<file path="src/rtl/odu_chan_scheduler.sv">
// odu_chan_scheduler: credit-based ODU channel scheduler.
// Each channel earns X credits per owned line timeslot. It may be granted once
// its credit reaches Y. Grants are offered one at a time with a valid/ready
// handshake, and eligible channels are chosen in round-robin order.
// Optional feature macro: ODU_SCHED_STATS_EN adds per-channel 16-bit grant
// counters, which are read through stat_sel/stat_cnt. When the macro is not
// defined, stat_cnt is held at 0.
module odu_chan_scheduler #(
  parameter int NUM_CH = 4,
  parameter int CHW    = 2
) (
  input  logic              clk,
  input  logic              rst,
  input  logic              slot_valid,
  input  logic [CHW-1:0]    slot_chid,
  input  logic [NUM_CH-1:0] cfg_ch_en,
  input  logic [NUM_CH-1:0] cfg_type,
  output logic              gen_valid,
  output logic [CHW-1:0]    gen_chid,
  input  logic              gen_ready,
  input  logic [CHW-1:0]    stat_sel,
  output logic [15:0]       stat_cnt
);

  localparam logic ST_IDLE  = 1'b0;
  localparam logic ST_OFFER = 1'b1;

  // Credit earned per timeslot: ODU0 = 19, ODU2 = 76.
  function automatic logic [31:0] x_of(input logic t);
    return t ? 32'd76 : 32'd19;
  endfunction

  // Credit cost of one grant: ODU0 = 2086, ODU2 = 1043.
  function automatic logic [31:0] y_of(input logic t);
    return t ? 32'd1043 : 32'd2086;
  endfunction

  logic                     state_reg;
  logic [CHW-1:0]           rr_ptr_reg;
  logic [CHW-1:0]           gen_chid_reg;
  logic [NUM_CH-1:0][31:0]  acc_reg;
  logic [NUM_CH-1:0][31:0]  acc_next;
  logic [NUM_CH-1:0]        elig;
  logic                     accept;
  logic                     pick_found;
  logic [CHW-1:0]           pick_ch;
  logic [CHW-1:0]           pick_idx;

  assign gen_valid = (state_reg == ST_OFFER);
  assign gen_chid  = gen_chid_reg;
  assign accept    = gen_valid && gen_ready;

  // Per-channel credit arithmetic and eligibility.
  // The add and the subtract are combined in a single 33-bit sum. A
  // simultaneous slot and grant therefore nets to acc+X-Y. Bit 32 of the
  // sum can only be set by an add, so that bit drives saturation.
  // Disabling a channel discards its credit.
  generate
    for (genvar gi = 0; gi < NUM_CH; gi++) begin : gen_ch
      logic        add_hit;
      logic        sub_hit;
      logic [32:0] sum_w;
      assign add_hit = slot_valid && cfg_ch_en[gi] && (slot_chid == CHW'(gi));
      assign sub_hit = accept && (gen_chid_reg == CHW'(gi)) &&
                       (acc_reg[gi] >= y_of(cfg_type[gi]));
      assign sum_w   = {1'b0, acc_reg[gi]}
                     + (add_hit ? {1'b0, x_of(cfg_type[gi])} : 33'd0)
                     - (sub_hit ? {1'b0, y_of(cfg_type[gi])} : 33'd0);
      assign acc_next[gi] = !cfg_ch_en[gi] ? 32'd0 :
                            (sum_w[32] ? 32'hFFFF_FFFF : sum_w[31:0]);
      assign elig[gi] = cfg_ch_en[gi] && (acc_reg[gi] >= y_of(cfg_type[gi]));
    end
  endgenerate

  // Round-robin pick: the first eligible channel at or after rr_ptr.
  // The loop runs from the largest offset down, so the smallest offset wins.
  always_comb begin
    pick_found = 1'b0;
    pick_ch    = rr_ptr_reg;
    pick_idx   = rr_ptr_reg;
    for (int k = NUM_CH - 1; k >= 0; k--) begin
      pick_idx = rr_ptr_reg + CHW'(k);
      if (elig[pick_idx]) begin
        pick_found = 1'b1;
        pick_ch    = pick_idx;
      end
    end
  end

  // Credit accumulators.
  always_ff @(posedge clk or posedge rst) begin
    if (rst) acc_reg <= '0;
    else     acc_reg <= acc_next;
  end

  // Offer FSM: latch a pick in IDLE, then hold it until it is accepted.
  always_ff @(posedge clk or posedge rst) begin
    if (rst) begin
      state_reg    <= ST_IDLE;
      rr_ptr_reg   <= '0;
      gen_chid_reg <= '0;
    end else begin
      case (state_reg)
        ST_IDLE: begin
          if (pick_found) begin
            gen_chid_reg <= pick_ch;
            state_reg    <= ST_OFFER;
          end
        end
        default: begin
          if (gen_ready) begin
            rr_ptr_reg <= gen_chid_reg + CHW'(1);
            state_reg  <= ST_IDLE;
          end
        end
      endcase
    end
  end

`ifdef ODU_SCHED_STATS_EN
  logic [NUM_CH-1:0][15:0] cnt_reg;
  logic [15:0]             stat_cnt_reg;

  // Wrapping grant counters, plus a registered readout of the selected counter.
  always_ff @(posedge clk or posedge rst) begin
    if (rst) begin
      cnt_reg      <= '0;
      stat_cnt_reg <= '0;
    end else begin
      if (accept) cnt_reg[gen_chid_reg] <= cnt_reg[gen_chid_reg] + 16'd1;
      stat_cnt_reg <= cnt_reg[stat_sel];
    end
  end

  assign stat_cnt = stat_cnt_reg;
`else
  logic unused_stat_sel;
  assign unused_stat_sel = ^stat_sel;
  assign stat_cnt        = 16'd0;
`endif

endmodule

</file>
<file path="config.mk">
export PLATFORM = sky130hd
export DESIGN_NAME = odu_chan_scheduler
export DESIGN_NICKNAME = d
export VERILOG_FILES = /design/src/rtl/odu_chan_scheduler.sv
export SDC_FILE = /design/constraint.sdc
export NUM_CORES = 1
export LEC_CHECK = 0
export ABC_AREA = 1
export CORE_UTILIZATION = 45
export CTS_CLUSTER_DIAMETER = 50
export CTS_CLUSTER_SIZE = 14
export DETAILED_ROUTE_END_ITERATION = 10
export REMOVE_ABC_BUFFERS = 1
export SLEW_MARGIN = 5
export SYNTH_ARGS = -nofsm -noshare
export SYNTH_HDL_FRONTEND = slang
export SYNTH_SLANG_ARGS = --single-unit
export TNS_END_PERCENT = 20
</file>
<file path="constraint.sdc">
create_clock -name clk -period 7.23 [get_ports clk]
set_input_delay 1.0845 -clock clk [delete_from_list [all_inputs] [get_ports clk]]
set_output_delay 1.0845 -clock clk [all_outputs]
set_load 0.02 [all_outputs]
</file>
==> results by group, run 1 <==
Run status
  • Outcome: finished, final reports clean

Clocking
  • CTS Root Cell: clkbuf_16
  • Reg clk slew, reported paths: 0.06 ns
  • Max Root-Sink Buffers: 2
  • Num CTS Buffers: 17
  • TritonCTS clock tree: built
  • Worst skew pair latency: 0.44 ns
  • CTS resizes: 0
  • Hold-fix buffers, CTS: 0
  • H-tree depth: 4
  • Post-CTS setup buffers: 0
  • CTS sink cnt: 133

Logic synthesis
  • Post-synthesis cell area: 15100 µm²
  • Post-synthesis cell type count: 51
  • Top cell type's share of synthesized area: 22.0%
  • Top cells by area, synth: dfrtp_1 (22%), ha_1 (20%), inv_1 (12%), nand2_1 (8.5%), a21oi_1 (6.3%)
  • Register bit count reported by yosys: 133
  • Synth Warn #: 0
  • Seq/Total Area, Yosys: 22.0%
  • Post-synthesis cell count: 2169
  • Syn Area/Cell: 6.97 µm²
  • Area leader, netlist: dfrtp_1

Global route
  • Gr usage total: 22.1%
  • Global-route wire length before repair: 61.6 mm
  • Largest net degree at the start of global routing: 77
  • Vias in the first global route: 13.2k
  • Total grt overflow: 0
  • Initial antenna violation count: 1

Timing
  • Worst Skew: 0.00711 ns
  • Fin crit period: 6.15 ns
  • Setup TNS: 0 ns
  • Least-Margin Pin Slew: 0.785 ns
  • Pins over their slew limit: 0
  • Rel. slew slack: 47.6%
  • Tcrit/Tclk final: 85.1%
  • Final setup viols: 0
  • RSZ-0062 raised after global routing: false
  • Fmax: 163 MHz
  • Hold Violations, Final: 0

Route
  • DRC errors left: 0
  • Via count: 13.2k
  • Mean number of vias per cell: 5.01
  • Antenna Violating Nets Remaining: 0
  • Routed WL: 35.9 mm
  • Initial DRC Count: 606
  • Drt wl/cell: 13.6 µm
  • First-pass DRT Iterations: 5

Place
  • IO Port Bufs: 16
  • HPWL after DPL: 28.6 mm
  • GPL Wtd Cong: 0.897

Critical path
  • Crit Path Class: primary input to flop
  • Worst Reg-to-Reg Cells: 26
  • Worst EP arrival: 6.53 ns
  • Data required, critical path: 7.60 ns
  • CP Max Fanout: 22
  • Start of the worst register-to-register path: acc_reg[95]
  • Flop-to-flop setup slack: 1.91 ns
  • Reg-to-reg endpoint: acc_reg[82]
  • Startpoint Class: primary input
  • Critical Path Sink Type: flop

Finish
  • Final net count: 2451
  • Share of cells above drive strength 1: 3.28%
  • Fillcell total: 3301
  • Max FFs per register: 128
  • Area Overhead vs Synth: 7.78%
  • Final Util: 49.7%

Floorplan
  • Starting Density: 46.1%
  • Die H: 185 µm
  • Die outline width: 185 µm
  • Die Area: 34300 µm²
  • Std cell rows: 66
  • I/O pin cnt: 35
  • Core area: 32800 µm²

Worst hold path
  • Worst Hold Class: flop to flop
  • Worst hold start: gen_valid
  • Worst hold path cell count: 2
  • End of the worst hold path: gen_valid

Run
  • Max cap viols: 0
-- worst max-delay path, cell delays in order --
cell	delay (ns)
clkdlybuf4s50_1	0.69
inv_1	0.18
ha_1	0.34
nand3_1	0.08
nand2_1	0.05
a21oi_1	0.23
nand2_1	0.09
nand2_1	0.06
nand3_1	0.12
nand3_1	0.16
inv_1	0.10
nand2_1	0.17
fa_1	0.45
ha_1	0.38
nand3_1	0.11
nand2_1	0.12
a21oi_2	0.30
o21ai_2	0.11
nand3_1	0.09
nand2_1	0.14
nand2_1	0.12
nand2_1	0.05
nand2_1	0.06
nand2_1	0.27
inv_1	0.67
o21ai_0	0.20
inv_1	0.08
-- metal layers --
| metal | vias up | track usage (%) | part of all wire, % |
|---|---|---|---|
| met5 | - | 0 | 0 |
| met4 | 0 | 5.16 | 1.3 |
| met3 | 28 | 3.05 | 2.5 |
| met2 | 171 | 38.5 | 47 |
| met1 | 6107 | 28.8 | 49 |
| li1 | 6921 | - | - |
-- through the flow --
stage	setup slack (ns)	hold slack, ns	cell area [µm²]	std cells
6_report	1.08	0.625	16300	2639
5_1_grt	0.523	0.674	16300	2638
4_1_cts	1.09	0.626	16300	2638
3_5_place_dp	0.663	0.614	15700	2606
3_3_place_gp	0.702	0.613	15700	2606
2_1_floorplan	2.59	0.591	14900	2142
-- worst max-delay path by stage --
| stage | start | end | slack, ns |
|---|---|---|---|
| 2_1_floorplan | rst | acc_reg[0] | 2.59 |
| 3_3_place_gp | cfg_type[2] | acc_reg[79] | 0.70 |
| 3_5_place_dp | cfg_type[2] | acc_reg[66] | 0.66 |
| 4_1_cts | cfg_type[2] | acc_reg[82] | 1.09 |
| 5_1_grt | cfg_type[2] | acc_reg[79] | 0.52 |
| 6_report | cfg_type[2] | acc_reg[82] | 1.08 |
-- cell usage after synthesis (all sizes together) --
cell,n
a21oi,193
ha,236
nand2,358
o21bai,23
nand3b,2
a2111oi,4
and2,2
xor2,94
and3,1
a221oi,3
o221ai,1
xnor2,15
nand3,107
a21boi,11
buf,32
o21a,3
nor2,191
a31o,1
inv,480
a31oi,19
fa,16
o211ai,8
clkbuf,10
nor4,14
o31ai,1
dfrtp,133
nor3,28
o21ai,153
a211oi,2
o311ai,2
conb,1
nand4,9
a21o,15
o2111ai,1
-- final cells by class --
class	instances	area, µm²	share of cell area, %
tap	442	553	3.40
clock inverter	11	149	0.914
timing repair buffer	22	205	1.26
antenna	1	2.50	0.0154
inverter	480	1810	11.1
clock buffer	21	480	2.95
multi-input combinational	1529	9760	59.9
sequential	133	3330	20.4
-- cell families after synthesis --
family / after synthesis / synth area share (%)
AO/OA/AOI/OAI: 440 / 16.4
buffers and inverters: 522 / 13.7
other: 1 / 0.0248
AND/OR/NAND/NOR: 712 / 19.8
flip-flops: 133 / 22.0
XOR/XNOR: 109 / 6.32
adder cells (fa/ha/maj): 252 / 21.7
-- cell usage in the layout, fill, tap and decap left out, types with 2 or more instances in the layout --
master           Yosys  layout
a21o_1              15      15
xor2_1              94      94
nor2_1             190     190
clkbuf_16            0      17
inv_2                3       3
o21ai_2              3       3
o311ai_0             2       2
o21bai_1            23      23
a21oi_1            189     189
xnor2_1             15      15
a21boi_0             8       8
nand3_2              2       2
nand2_2             14      14
a2111oi_0            4       4
nand3_1            105     105
dfrtp_1            133     133
buf_4               16       6
o211ai_1             8       8
a21boi_1             2       2
a21oi_2              4       4
a31oi_1             19      19
nand2_1            343     343
clkbuf_8             0       4
nand3b_1             2       2
inv_1              477     476
clkdlybuf4s50_1      0      16
nor3_1              28      28
conb_1               1      16
nor4_1              13      13
nand4_1              9       9
o21a_1               3       3
ha_1               236     236
fa_1                16      16
o21ai_1             17      17
bufinv_16            0       3
a221oi_1             3       3
clkinvlp_4           0       6
o21ai_0            132     132
and2_1               2       2
Power of run 1 is left out: the tool's default activity adds up to more than one toggle a clock period on the data nets, which glitch-free logic cannot reach.
==> inputs of run 2 (changes only) <==
PLACE_DENSITY = 0.58   (was default)
==> results by group, run 2 (same netlist as run 1, synthesis figures left out) <==
Finish
  • Max FFs per register: 128 (unchanged)
  • Most frequent cells in the layout: inv_1 (476), nand2_1 (343), ha_1 (236)
  • Final net count: 2453 (+0.082%)
  • Most common cell after layout, fill and taps aside: inv_1
  • Share of cells above drive strength 1: 3.28% (about the same)
  • ANT cells: 0 (-1)
  • Area Overhead vs Synth: 7.97%

Clocking
  • CTS resizes: 0 (unchanged)
  • Worst skew pair latency: 0.45 ns (about the same)
  • Max Root-Sink Buffers: 2 (unchanged)
  • H-tree depth: 4 (unchanged)
  • Hold-fix buffers, CTS: 0 (unchanged)
  • Num CTS Buffers: 17 (unchanged)
  • Post-CTS setup buffers: 0 (unchanged)
  • CTS sink cnt: 133 (unchanged)
  • CTS Root Cell: clkbuf_16
  • TritonCTS clock tree: built
  • Reg clk slew, reported paths: 0.06 ns (about the same)

Route
  • Via count: 13.2k (+0.15%)
  • Drt wl/cell: 13.9 µm (+2.4%)
  • DRC errors left: 0 (unchanged)
  • First-pass DRT Iterations: 5 (unchanged)
  • Routed WL: 36.8 mm (+2.4%)
  • Initial DRC Count: 626 (+3.3%)
  • Antenna Violating Nets Remaining: 0 (unchanged)
  • Mean number of vias per cell: 5.02 (+0.15%)

Run
  • Max cap viols: 0 (unchanged)

Place
  • HPWL after DPL: 29.6 mm (+3.5%)
  • GPL Wtd Cong: 0.925 (+3.1%)
  • IO Port Bufs: 16 (unchanged)

Global route
  • Met1 Usage GRT: 29.2% (+0.35 points)
  • Total grt overflow: 0 (unchanged)
  • Initial antenna violation count: 0 (-1)
  • Global-route wire length before repair: 62.1 mm (+0.72%)
  • Vias in the first global route: 13.3k (+0.68%)
  • Met2 Use GR: 39.0% (+0.48 points)
  • Gr usage total: 22.6% (+0.41 points)
  • Gr busiest metal: met2
  • Largest net degree at the start of global routing: 88 (+14%)
  • GR Util met3: 3.13% (+0.079 points)

Timing
  • Hold Violations, Final: 0 (unchanged)
  • Least-Margin Pin Slew: 0.822 ns (+0.0370 ns)
  • Fmax: 165 MHz (+1.3%)
  • Tcrit/Tclk final: 84.0% (-1.1 points)
  • Pins over their slew limit: 0 (unchanged)
  • RSZ-0062 raised after global routing: false
  • Worst Skew: 0.0119 ns (+0.00478 ns)
  • Rel. slew slack: 45.2% (-2.5 points)
  • Final setup viols: 0 (unchanged)
  • Fin crit period: 6.07 ns (-0.0805 ns)
  • Setup TNS: 0 ns (unchanged)

Critical path
  • Critical-path top delay cell: clkdlybuf4s50_1
  • Start of the worst register-to-register path: acc_reg[47]
  • Worst path buffer plus inverter count: 7 (+2)
  • Critical Path Sink Type: flop
  • CP max stage delay: 0.69 ns (about the same)
  • Flop-to-flop setup slack: 2.29 ns (+0.38 ns)
  • Worst EP arrival: 6.46 ns (-0.07 ns)
  • Worst Reg-to-Reg Cells: 28 (+7.7%)
  • CP Max Fanout: 22 (unchanged)
  • CP top delay family: buffers and inverters
  • Startpoint Class: primary input
  • Reg-to-reg endpoint: acc_reg[51]
  • Data required, critical path: 7.62 ns (+0.02 ns)
  • Crit Path Class: primary input to flop
  • Most frequent CP cell: nand2_1

Worst hold path
  • Worst hold start: gen_valid
  • End of the worst hold path: gen_valid
  • Worst hold path cell count: 2 (unchanged)
  • Worst Hold Class: flop to flop

Floorplan
  • Std cell rows: 66 (unchanged)
  • Core area: 32800 µm² (unchanged)
  • Die H: 185 µm (unchanged)
  • Die outline width: 185 µm (unchanged)
  • Die Area: 34300 µm² (unchanged)
  • Starting Density: 46.1% (unchanged)
  • I/O pin cnt: 35 (unchanged)

Run status
  • Outcome: finished, final reports clean
## run 2: area by class of cell
| type | count | area [µm²] |
|---|---|---|
| Fill cell | 3369 | 16500 |
| Clock inverter | 12 | 203 |
| Timing Repair Buffer | 24 | 220 |
| Inverter | 480 | 1810 |
| Clock buffer | 19 | 443 |
| Sequential cell | 133 | 3330 |
| Multi-Input combinational cell | 1529 | 9760 |
| Tap cell | 442 | 553 |
## run 2: worst reg2reg max path, delay by kind of cell, from the launching register on
| family | cells | cell delay [ns] |
|---|---|---|
| AO/OA/AOI/OAI | 3 | 0.54 |
| adder cells (fa/ha/maj) | 3 | 1.03 |
| buffers and inverters | 6 | 1.06 |
| AND/OR/NAND/NOR | 16 | 1.87 |
| flip-flops | 1 | 0.38 |
## run 2: through the flow
| stage | area, µm² | hold WS, ns | setup slack (ns) | util [%] | cells |
|---|---|---|---|---|---|
| 3_5_place_dp | 15700 | 0.628 | 0.699 | 47.8 | 2608 |
| 5_1_grt | 16300 | 0.662 | 0.715 | 49.8 | 2639 |
| 3_3_place_gp | 15700 | 0.615 | 0.786 | 47.8 | 2608 |
| 4_1_cts | 16300 | 0.637 | 1.16 | 49.8 | 2639 |
| 6_report | 16300 | 0.617 | 1.16 | 49.8 | 2639 |
| 2_1_floorplan | 14900 | 0.591 | 2.59 | - | 2142 |
## run 2: worst max-delay path by stage
stage,depth (start not counted),start,endpoint
after detailed placement,29,cfg_type[1],acc_reg[51]
after CTS,29,cfg_type[1],acc_reg[51]
after floorplan,1,rst,acc_reg[0]
final,29,cfg_type[1],acc_reg[51]
after global routing,30,cfg_type[1],acc_reg[51]
after global placement,29,cfg_type[1],acc_reg[51]
## run 2: metal layers
metal,vias to the layer above,wire [µm],share of wire (%)
met1,6091,17900,49
met4,0,685,1.9
met3,46,1030,2.8
li1,6922,-,-
met5,-,0,0
met2,188,17200,47
Power of run 2 is left out for the same reason.
